### src/rtl/park_gate_ctrl.sv
// Parking entry gate controller with internal occupancy count and password timer; PARK_LOCKOUT_EN adds wrong-password lockout.
// Moore outputs change on the same edge as the state (1-cycle latency from inputs); no backpressure, inputs are sampled every cycle.
module park_gate_ctrl #(
  parameter int CAPACITY    = 16,
  parameter int CNT_W       = 5,
  parameter int TIMEOUT_CYC = 100,
  parameter int TMR_W       = 8,
  parameter int MAX_TRIES   = 3
) (
  input  logic             CLK,
  input  logic             reset,
  input  logic             SE,
  input  logic             SI,
  input  logic             SS,
  input  logic             SenhaOk,
  input  logic             SenhaErr,
  output logic             Liberado,
  output logic             Pare,
  output logic             Bloqueado,
  output logic             Alarme,
  output logic [CNT_W-1:0] Ocupacao,
  output logic             Full
);

`ifdef PARK_LOCKOUT_EN
  typedef enum logic [2:0] {
    INICIAL      = 3'd0,
    ESPERA_SENHA = 3'd1,
    ESTACIONANDO = 3'd2,
    PARE         = 3'd3,
    BLOQUEADO    = 3'd4,
    LOCKOUT      = 3'd5
  } state_t;

  localparam int ERR_W = $clog2(MAX_TRIES + 1);
  logic [ERR_W-1:0] err_cnt_q, err_cnt_d;
`else
  typedef enum logic [2:0] {
    INICIAL      = 3'd0,
    ESPERA_SENHA = 3'd1,
    ESTACIONANDO = 3'd2,
    PARE         = 3'd3,
    BLOQUEADO    = 3'd4
  } state_t;
`endif

  localparam logic [CNT_W-1:0] CAP_V    = CNT_W'(CAPACITY);
  localparam logic [TMR_W-1:0] TMR_LAST = TMR_W'(TIMEOUT_CYC - 1);

  if ((2 ** CNT_W) <= CAPACITY) begin : g_bad_cnt_w
    $error("CNT_W too narrow for CAPACITY");
  end
  if ((2 ** TMR_W) < TIMEOUT_CYC) begin : g_bad_tmr_w
    $error("TMR_W too narrow for TIMEOUT_CYC");
  end
  if (MAX_TRIES < 1) begin : g_bad_tries
    $error("MAX_TRIES must be at least 1");
  end

  state_t           state_q, state_d;
  logic [TMR_W-1:0] timer_q, timer_d;
  logic [CNT_W-1:0] cnt_q, cnt_d;
  logic             passed_q, passed_d;
  logic             si_dly_q, si_dly_d;
  logic             ss_dly_q, ss_dly_d;
  logic             si_fall, ss_rise, tmr_done, full, inc, dec;

  assign si_dly_d = SI;
  assign ss_dly_d = SS;
  assign si_fall  = ~SI & si_dly_q;
  assign ss_rise  = SS & ~ss_dly_q;
  assign tmr_done = (timer_q == TMR_LAST);
  assign full     = (cnt_q == CAP_V);
  assign dec      = ss_rise;

  always_ff @(posedge CLK) begin
    if (!reset) begin
      state_q   <= INICIAL;
      timer_q   <= '0;
      cnt_q     <= '0;
      passed_q  <= 1'b0;
      si_dly_q  <= 1'b0;
      ss_dly_q  <= 1'b0;
`ifdef PARK_LOCKOUT_EN
      err_cnt_q <= '0;
`endif
    end else begin
      state_q   <= state_d;
      timer_q   <= timer_d;
      cnt_q     <= cnt_d;
      passed_q  <= passed_d;
      si_dly_q  <= si_dly_d;
      ss_dly_q  <= ss_dly_d;
`ifdef PARK_LOCKOUT_EN
      err_cnt_q <= err_cnt_d;
`endif
    end
  end

  always_comb begin
    state_d   = state_q;
    timer_d   = timer_q;
    passed_d  = passed_q;
    inc       = 1'b0;
`ifdef PARK_LOCKOUT_EN
    err_cnt_d = err_cnt_q;
`endif
    case (state_q)
      INICIAL: begin
        if (full) begin
          state_d = BLOQUEADO;
        end else if (SE && SI) begin
          state_d = PARE;
        end else if (SE) begin
          state_d = ESPERA_SENHA;
          timer_d = '0;
        end
      end
      ESPERA_SENHA: begin
        if (full) begin
          state_d = BLOQUEADO;
        end else if (SenhaOk) begin
          state_d   = ESTACIONANDO;
          timer_d   = '0;
          passed_d  = 1'b0;
`ifdef PARK_LOCKOUT_EN
          err_cnt_d = '0;
`endif
        end else if (SenhaErr) begin
`ifdef PARK_LOCKOUT_EN
          // A wrong password either trips the lockout or restarts the entry window.
          err_cnt_d = err_cnt_q + ERR_W'(1);
          timer_d   = '0;
          if (err_cnt_q + ERR_W'(1) == ERR_W'(MAX_TRIES)) begin
            state_d = LOCKOUT;
          end
`else
          state_d = INICIAL;
`endif
        end else if (tmr_done) begin
          state_d = INICIAL;
        end else begin
          timer_d = timer_q + TMR_W'(1);
        end
      end
      ESTACIONANDO: begin
        passed_d = passed_q | SI;
        if (si_fall && passed_q) begin
          state_d = INICIAL;
          inc     = 1'b1;
        end else if (tmr_done && !passed_q) begin
          state_d = INICIAL;
        end else if (!passed_q) begin
          timer_d = timer_q + TMR_W'(1);
        end
      end
      PARE: begin
        if (!SI) state_d = INICIAL;
      end
      BLOQUEADO: begin
        if (!full) state_d = INICIAL;
      end
`ifdef PARK_LOCKOUT_EN
      LOCKOUT: begin
        if (tmr_done) begin
          state_d   = INICIAL;
          err_cnt_d = '0;
        end else begin
          timer_d = timer_q + TMR_W'(1);
        end
      end
`endif
      default: state_d = INICIAL;
    endcase
  end

  // Simultaneous entry and exit cancel out; saturate at both ends.
  always_comb begin
    cnt_d = cnt_q;
    if (inc && !dec && (cnt_q != CAP_V)) begin
      cnt_d = cnt_q + CNT_W'(1);
    end else if (dec && !inc && (cnt_q != '0)) begin
      cnt_d = cnt_q - CNT_W'(1);
    end
  end

  always_comb begin
    Liberado  = (state_q == ESTACIONANDO);
    Pare      = (state_q == PARE);
    Bloqueado = (state_q == BLOQUEADO);
`ifdef PARK_LOCKOUT_EN
    Alarme    = (state_q == LOCKOUT);
`else
    Alarme    = 1'b0;
`endif
    Ocupacao  = cnt_q;
    Full      = full;
  end

endmodule

### config.mk
export PLATFORM = sky130hd
export DESIGN_NAME = park_gate_ctrl
export DESIGN_NICKNAME = d
export VERILOG_FILES = /design/src/rtl/park_gate_ctrl.sv
export SDC_FILE = /design/constraint.sdc
export NUM_CORES = 1
export LEC_CHECK = 0
export CORE_MARGIN = 2
export CORE_UTILIZATION = 57
export CTS_CLUSTER_SIZE = 8
export DETAILED_ROUTE_END_ITERATION = 7
export PLACE_DENSITY = 0.85
export REMOVE_ABC_BUFFERS = 1
export SLEW_MARGIN = 20
export SYNTH_ARGS = -nofsm -noshare
export SYNTH_HDL_FRONTEND = slang
export SYNTH_SLANG_ARGS = --single-unit
### constraint.sdc
create_clock -name CLK -period 3.96 [get_ports CLK]
set_input_delay 0.396 -clock CLK [delete_from_list [all_inputs] [get_ports CLK]]
set_output_delay 0.396 -clock CLK [all_outputs]
set_load 0.02 [all_outputs]
---- Word level (Yosys, flattened, before mapping) ----
Cells that the tools add are included.
storage, ports and cells
  word-level logic and storage cells ...... 84
  output and inout port bits .............. 10
  input bits .............................. 7
  flip-flop bits (word level) ............. 19
cells by class
  mux-type cells .......................... 30
  reduce and logical (&&, ||, !) cells .... 18
  equality and inequality tests ........... 22
  bitwise logic cells ..................... 5
  add/subtract/negate cells ............... 3
operators by type and width
  operator                                                                number
  8-bit two-way mux                                                       10
  3-bit two-way mux                                                       11
  8-bit one-hot mux with 3 select lines                                   1
  2-bit inequality test (second input constant)                           10
  3-bit one-hot mux with 5 select lines                                   1
  5-bit two-way mux                                                       2
  5-bit inequality test (second input constant)                           2
  10-bit AND reduction                                                    1
  8-bit by 1-bit adder with 8-bit output (second input constant)          1
  8-bit by 7-bit equality test with 1-bit output (second input constant)  1
  1-bit logical AND                                                       7
  3-bit by 2-bit equality test with 1-bit output (second input constant)  2
  3-bit inequality test (second input constant)                           2
  5-bit by 1-bit adder with 5-bit output (second input constant)          1
  5-bit equality test (second input constant)                             1
  5-bit AND reduction                                                     1
  5-bit nonzero test                                                      1
  5-bit by 1-bit subtractor with 5-bit output (second input constant)     1
  1-bit two-way mux                                                       4
  4-bit inequality test (second input constant)                           1
  2-bit nonzero test                                                      2
  3-bit by 1-bit equality test with 1-bit output (second input constant)  1
  3-bit equality test (second input constant)                             1
  1-bit logical NOT                                                       3
  8 further kinds                                                         10

---- Longest topological paths before layout ----
Gate-level depths: netlist (run 1).
  word-level depth ........................ 10
  gate-level depth with buffers ........... 12
  mapped depth without buffers ............ 10

---- Worst setup path before layout (run 1) ----
No wires, ideal clock.
  path kind ............................... register -> register
  start ................................... register cnt_q[0], in the netlist Ocupacao[0]
  end ..................................... register cnt_q[4], in the netlist Ocupacao[4]
  arrival ................................. 2.666 ns
  path buffers ............................ 1
  path slack .............................. 1.162 ns
  period minus slack after synthesis ...... 2.798 ns
  data required time ...................... 3.828 ns
  stages on the path, launching flop included .. 11
  library setup time ...................... 0.132 ns
  cell sequence ........................... dfxtp_1 -> nor4_1 -> and2_1 -> clkbuf_1 -> nand2b_1 -> inv_1 -> fa_1 -> nor2b_1 -> o21ai_0 -> a2111oi_0 -> nor4_1
on the way
  longest elaborated chain between the ends .. 3
  elaborated cells on any way between the ends .. 9
  classes of those cells .................. 2 x add/sub; 1 x eq/ne; 2 x mux; 4 x reduce/logical
RTL lines
  what                                                                       line  text
  start: declaration                                                         62    logic [CNT_W-1:0] cnt_q, cnt_d;
  start signal: assignment                                                   90    cnt_q <= cnt_d;
  5-bit by 1-bit subtractor with 5-bit output, or another cell as far along  183   cnt_d = cnt_q - CNT_W'(1);
  5-bit two-way mux, or another cell as far along                            182   end else if (dec && !inc && (cnt_q != '0)) begin
  5-bit two-way mux / 2-bit nonzero test (equally long branches)             --
Several ways; a longest one is shown, not always the timed one. The select of a mux whose other input is x is not followed.
A chain may end at the register's enable or synchronous reset.

---- Worst setup path in the final report (run 1) ----
  start ................................... register state_q[2]
  end ..................................... register cnt_q[4], in the netlist Ocupacao[4]
on the way
  longest elaborated chain between the ends .. 6
  elaborated cells on any way between the ends .. 9
  classes of those cells .................. 1 x eq/ne; 2 x mux; 6 x reduce/logical
RTL lines
  what                                                line  text
  start: declaration                                  60    state_t state_q, state_d;
  start signal: assignment                            88    state_q <= state_d;
  3-bit by 2-bit equality test with 1-bit output (*)  108   case (state_q)
  1-bit two-way mux (*)                               108
  1-bit logical NOT                                   182
  1-bit logical AND (2 in a row)                      182
  2-bit nonzero test (no source line)                 --
Every way passes the cells marked *; elsewhere a longest branch is shown, timed or not.

==> qor.yml, run 1 <==
status:
  status: "completed"
sta:
  rsz0062_at_grt: "false"
  slew_headroom: 0.580
  drv_slew: 0
  finalSetupViolCount: 0
  finalCriticalPeriod_ps: 3030
  skew_ps: 1.59
  setup-tns-final_ps: 0
  worst_pin_slew_ps: 622
  finalCritPeriodShare: 0.764
  finalWorstSetupSlack_ps: 933
  clock.fmax_ghz: 0.330
  hold_viol: 0
routing:
  wl_per_cell_um: 14.0
  ant_nets: 0
  dr.first_iter.drc_count: 35
  finalWirelength_mm: 2.54
  met2_length_mm: 1.21
  drcViolationCount: 0
  met1_length_mm: 1.16
  highest_layer: "met4"
  vias: 1096
  firstDrtPassIters: 4
  routed_via_density: 6.06
  wl_met3_um: 134
layout:
  drive_gt1_frac: 0.0519
  final_core_util: 0.697
  finalInstanceArea_um2: 1370
  area_growth_pct: 14.2
  nets: 168
  diodes: 0
  fill_cells: 176
floorplanning:
  fp.dieArea_um2: 2480
  core_um2: 1960
  rows: 16
  die_w_um: 49.8
  die_y_um: 49.8
  pin_count: 17
  initial_core_util: 0.610
clock_tree:
  cts_buffers: 3
  cts_tree: "done"
  clock_latency_ps: 290
  cts-root-buf: "clkbuf_4"
  postCtsSetupBuffers: 0
  clockBufferDepth: 2
  postCtsHoldBufs: 0
  cts_resized: 0
  clkTransAtPathRegs_ps: 110
  htree_levels: 1
  cts_sinks: 19
grt:
  overflow: 0
  grt_max_degree: 15
  grt_pass1_wl_mm: 4.34
  grt_pass1_vias: 1044
  antenna_found_initial: 0
  grt_use_total: 0.224
critical_path:
  worstPathArrival_ps: 3240
  required_ps: 4170
  end_kind: "flip-flop"
  cp_common_cell: "nor4_1"
  path_class: "flip-flop to flip-flop"
  path_buf_inv: 0
  critPathMaxStageDelay_ps: 520
  path_cells: "or3b_1 > nor4_1 > nand2b_1 > ha_1 > nor2b_1 > o21ai_0 > nand3_1 > o211a_1 > nor4_1"
  slowest_stage: "or3b_1"
  worst_setup_path_start_kind: "flip-flop"
  worstPathMaxFanout: 14
  cp_top_family: "simple AND/OR/NAND/NOR gates"
power:
  powerDensity_nw_per_um2: 421
  intPower_uw: 361
  combPwrFrac: 0.416
  irDropWorstVdd_uv: 304
  p_sw_frac: 0.373
  p_total_uw: 575
  power_leakage_nw: 0.524
  clockPowerShare: 0.170
  p_seq_frac: 0.414
  p_sw_uw: 214
flow_run:
  drv_cap: 0
synthesis:
  synth_ff_type: "dfxtp_1"
  netlist_top_cells_count: "19 x dfxtp_1, 13 x nand2_1, 11 x inv_1"
  synth.avg_cell_area_um2: 8.37
  async_flop_share: 0
  yosysTopAreaCell: "dfxtp_1"
  synth-edff-count: 0
  syn_inst: 143
  yosysTopAreaCellShare: 0.318
  ys_seq_elements: 19
  ys_seq_area_frac: 0.318
  yosysWarnings: 0
  synthTopCellsByArea: "dfxtp_1 32%, ha_1 5.2%, nand2_1 4.1%"
  synth_cell_types: 49
  synth.most_common_cell: "dfxtp_1"
  syn_area_um2: 1200
placement:
  hpwl_mm: 1.94
  post_dp_cell_area_um2: 1340
  gp_congestion: 0.802
  portBuffers: 15
  place_ws_ps: 940
worst_hold_path:
  hp-class: "flip-flop to flip-flop"
[layer usage]
metal  vias up  global-route usage
li1        543                   -
met1       513               0.270
met2        34               0.393
met3         6              0.0333
met4         0              0.0972
met5         -                   0
[layout by cell type, fill, tap and decap left out, types with 4 or more instances in the layout]
cell type / synthesis / final
dfxtp_1: 19 / 19
clkdlybuf4s50_1: 0 / 15
nand2_1: 13 / 13
inv_1: 11 / 11
a21oi_1: 8 / 8
nor2_1: 8 / 8
nand3_1: 5 / 5
ha_1: 5 / 5
and2_1: 4 / 4
a2111oi_0: 4 / 4
[power by group through the flow]
| stage | clock network [mW] | logic (mW) | registers, mW |
|---|---|---|---|
| 2_1_floorplan | 0 | 0.153 | 0.250 |
| 4_1_cts | 0.100 | 0.238 | 0.238 |
| 5_1_grt | 0.107 | 0.264 | 0.242 |
| 3_5_place_dp | 0 | 0.238 | 0.242 |
| 3_3_place_gp | 0 | 0.231 | 0.240 |
| 6_report | 0.0980 | 0.239 | 0.238 |
[layout make-up]
| class | count | area [µm²] | share of cell area |
|---|---|---|---|
| inverter | 11 | 41.3 | 0.0302 |
| timing repair buffer | 15 | 150 | 0.110 |
| tap | 27 | 33.8 | 0.0247 |
| clock buffer | 4 | 26.3 | 0.0192 |
| sequential | 19 | 380 | 0.278 |
| multi-input combinational | 105 | 736 | 0.538 |
[registers in the layout, indices dropped and copies added, names as in the netlist]
register / count
passed_q: 1
Ocupacao: 5
si_dly_q: 1
timer_q: 8
ss_dly_q: 1
state_q: 3
[metrics by stage]
step	std cells	hold WS (ps)
floorplan	135	443
global placement	177	457
detailed placement	177	464
CTS	181	482
global route	181	497
finish	181	481
[path summary, 6_finish.rpt]
path                           start                       end  slack [ps]  cells after the start
max          state_q[2]$_SDFFE_PN0P_  Ocupacao[4]$_SDFFE_PN0P_         930                      9
min          timer_q[7]$_SDFFE_PN0P_   timer_q[7]$_SDFFE_PN0P_         480                      1
max reg2reg  state_q[2]$_SDFFE_PN0P_  Ocupacao[4]$_SDFFE_PN0P_         930                      9
min reg2reg  timer_q[7]$_SDFFE_PN0P_   timer_q[7]$_SDFFE_PN0P_         480                      1
[worst register-to-register path, stage by stage, from the launching register on]
cell,delay [ps]
dfxtp_1,450
or3b_1,520
nor4_1,420
nand2b_1,240
ha_1,350
nor2b_1,130
o21ai_0,240
nand3_1,150
o211a_1,230
nor4_1,220
[cell families after synthesis]
kind of cell,after synthesis,share of synthesized area
and+or+nand+nor,52,0.242
AOI/OAI and AO/OA,39,0.246
DFF,19,0.318
buffers and inverters,19,0.0679
adders and majority gates,6,0.0690
xor gates and xnor gates,4,0.0293
muxes,3,0.0251
other,1,0.00313
Power figures use the tool's default switching activity.
==> run 2: changes to the inputs <==
--- a/config.mk
+++ b/config.mk
@@ -6,10 +6,10 @@
 export NUM_CORES = 1
 export LEC_CHECK = 0
 export CORE_MARGIN = 2
-export CORE_UTILIZATION = 57
+export CORE_UTILIZATION = 53
 export CTS_CLUSTER_SIZE = 8
 export DETAILED_ROUTE_END_ITERATION = 7
-export PLACE_DENSITY = 0.85
+export PLACE_DENSITY = 0.8
 export REMOVE_ABC_BUFFERS = 1
 export SLEW_MARGIN = 20
 export SYNTH_ARGS = -nofsm -noshare
==> constraint.sdc (replaced) <==
create_clock -name CLK -period 2.9 [get_ports CLK]
set_input_delay 0.29 -clock CLK [delete_from_list [all_inputs] [get_ports CLK]]
set_output_delay 0.29 -clock CLK [all_outputs]
set_load 0.02 [all_outputs]
==> run 2 against run 1 <==
Net effect:
- non-clock buffer count rose by 8
- design area is 5.4% higher
- total power is 43% higher
- combinational power up 56%
- via count increased by 3.0%
- highest routed layer unchanged
- clock skew grew 3.5 ps
- critical path depth did not move
- die area is 6.9% higher
- utilization is 3.3 points lower
- clock-buffer cell count did not move
- clock power up 38%
- register-to-register slack lost 760 ps
==> qor.yml, run 2 (synthesis results as in run 1) <==
status:
  status: "completed"
flow_run:
  drv_cap: 0  # unchanged
clock_tree:
  cts_tree: "done"
  postCtsHoldBufs: 0  # unchanged
  htree_levels: 1  # unchanged
  postCtsSetupBuffers: 0  # unchanged
  cts-root-buf: "clkbuf_4"
  clock_latency_ps: 290  # about the same
  clkTransAtPathRegs_ps: 110  # about the same
  cts_resized: 0  # unchanged
  cts_sinks: 19  # unchanged
  cts_buffers: 3  # unchanged
  clockBufferDepth: 2  # unchanged
power:
  power_leakage_nw: 0.566  # +7.9%
  powerDensity_nw_per_um2: 571  # +36%
  p_total_uw: 823  # +43%
  irDropWorstVdd_uv: 423  # +39%
layout:
  nets: 176  # +4.8%
  final_core_util: 0.664  # -0.0327
  diodes: 0  # unchanged
  multi_input_area_um2: 748  # +1.7%
  area_growth_pct: 20.4
  finalNonFillerCells: 190  # +5.0%
  final_common_cell: "dfxtp_1"
  fill_cells: 205  # +16%
  max_flop_register: "timer_q"
  drive_gt1_frac: 0.111  # +0.0592
  regArea_um2: 380  # unchanged
  largest_reg_flops: 8  # unchanged
  final_cell_mix: "19 x dfxtp_1, 15 x clkdlybuf4s50_1, 13 x nand2_1"
grt:
  overflow: 0  # unchanged
  grt_pass1_wl_mm: 4.59  # +5.7%
  grt_max_degree: 15  # unchanged
  antenna_found_initial: 0  # unchanged
  grt_pass1_vias: 1070  # +2.5%
  grt_use_total: 0.228  # +0.00331
critical_path:
  worst_setup_path_start_kind: "flip-flop"
  r2r_start: "state_q[2]$_SDFFE_PN0P_"
  reg2reg_slack_ps: 170  # -760 ps
  r2r_cells: 9  # unchanged
  required_ps: 3100  # -1070 ps
  end_kind: "flip-flop"
  reg2reg_to: "Ocupacao[4]$_SDFFE_PN0P_"
  path_class: "flip-flop to flip-flop"
  worstPathMaxFanout: 5  # -9
  worstPathArrival_ps: 2930  # -310 ps
routing:
  drcViolationCount: 0  # unchanged
  dr.first_iter.drc_count: 33  # -5.7%
  firstDrtPassIters: 4  # unchanged
  routed_via_density: 5.94  # -1.9%
  finalWirelength_mm: 2.77  # +8.8%
  ant_nets: 0  # unchanged
  wl_per_cell_um: 14.6  # +3.6%
  vias: 1129  # +3.0%
floorplanning:
  pin_count: 17  # unchanged
  fp.dieArea_um2: 2660  # +6.9%
  die_w_um: 51.5  # +3.4%
  initial_core_util: 0.552  # -0.0584
  die_y_um: 51.5  # +3.4%
  rows: 17  # +1
  core_um2: 2170  # +11%
placement:
  portBuffers: 15  # unchanged
  hpwl_mm: 1.98  # +2.2%
  placed_cells: 186  # +5.1%
  gp_congestion: 0.831  # +3.6%
sta:
  finalSetupViolCount: 0  # unchanged
  hold_viol: 0  # unchanged
  finalCritPeriodShare: 0.941  # +0.176
  slew_headroom: 0.577  # -0.00291
  finalCriticalPeriod_ps: 2730  # -299 ps
  drv_slew: 0  # unchanged
  clock.fmax_ghz: 0.367  # +11%
  skew_ps: 5.04  # +3.45 ps
  worst_pin_slew_ps: 626  # +4.31 ps
worst_hold_path:
  hp-class: "flip-flop to flip-flop"
  min_to: "timer_q[7]$_SDFFE_PN0P_"
  hold_depth: 1  # unchanged
  hold_start: "timer_q[7]$_SDFFE_PN0P_"
run 2: final cells by class:
class / instances / area share
clock buffers: 4 / 0.0182
inverters: 11 / 0.0286
multi-input cells: 105 / 0.519
flip-flops and latches: 19 / 0.264
well taps: 28 / 0.0243
repair buffers: 23 / 0.146
run 2: critical path, cell delays in order, from the launching register on:
cell	delay [ps]
dfxtp_1	320
or3b_1	410
nor4_2	350
nand2b_1	210
ha_1	340
nor2b_1	130
o21ai_0	270
nand3_1	140
o211a_1	220
nor4_1	260
run 2: metal layers:
layer / global-route usage / vias up / share of wire / wire length [µm]
met2: 0.378 / 31 / 0.48 / 1340
met4: 0.0746 / 0 / 0.023 / 64
li1: - / 561 / - / -
met3: 0.0345 / 8 / 0.045 / 125
met1: 0.302 / 529 / 0.45 / 1240
met5: 0 / - / 0 / 0
run 2: worst max-delay path by stage:
| stage | startpoint | end | slack, ps | depth (start not counted) |
|---|---|---|---|---|
| after floorplan | Ocupacao[0]$_SDFFE_PN0P_ | Ocupacao[4]$_SDFFE_PN0P_ | 220 | 9 |
| after global placement | SS | Ocupacao[4]$_SDFFE_PN0P_ | 170 | 10 |
| after detailed placement | SS | Ocupacao[4]$_SDFFE_PN0P_ | 30 | 10 |
| after CTS | state_q[2]$_SDFFE_PN0P_ | Ocupacao[4]$_SDFFE_PN0P_ | 160 | 9 |
| after global routing | Ocupacao[0]$_SDFFE_PN0P_ | Ocupacao[4]$_SDFFE_PN0P_ | -30 | 10 |
| final | state_q[2]$_SDFFE_PN0P_ | Ocupacao[4]$_SDFFE_PN0P_ | 170 | 9 |
run 2: report_power, final:
part	switching [mW]	internal (mW)
combinational	0.197	0.175
sequential	0.0283	0.288
clock	0.0813	0.0534
run 2: metrics by stage:
| stage | area (µm²) | setup TNS [ps] | hold slack (ps) | setup WS, ps |
|---|---|---|---|---|
| floorplan | 1160 | 0 | 406 | 217 |
| global placement | 1400 | 0 | 463 | 169 |
| detailed placement | 1400 | 0 | 472 | 27.1 |
| CTS | 1430 | 0 | 488 | 157 |
| global route | 1440 | -28.3 | 517 | -28.3 |
| finish | 1440 | 0 | 488 | 172 |
==> run 3: changes to the inputs <==
--- a/config.mk
+++ b/config.mk
@@ -15,3 +15,4 @@
 export SYNTH_ARGS = -nofsm -noshare
 export SYNTH_HDL_FRONTEND = slang
 export SYNTH_SLANG_ARGS = --single-unit
+export TNS_END_PERCENT = 100
==> results of run 3 <==
The final DEF is identical to that of run 2; final timing and power are the same.
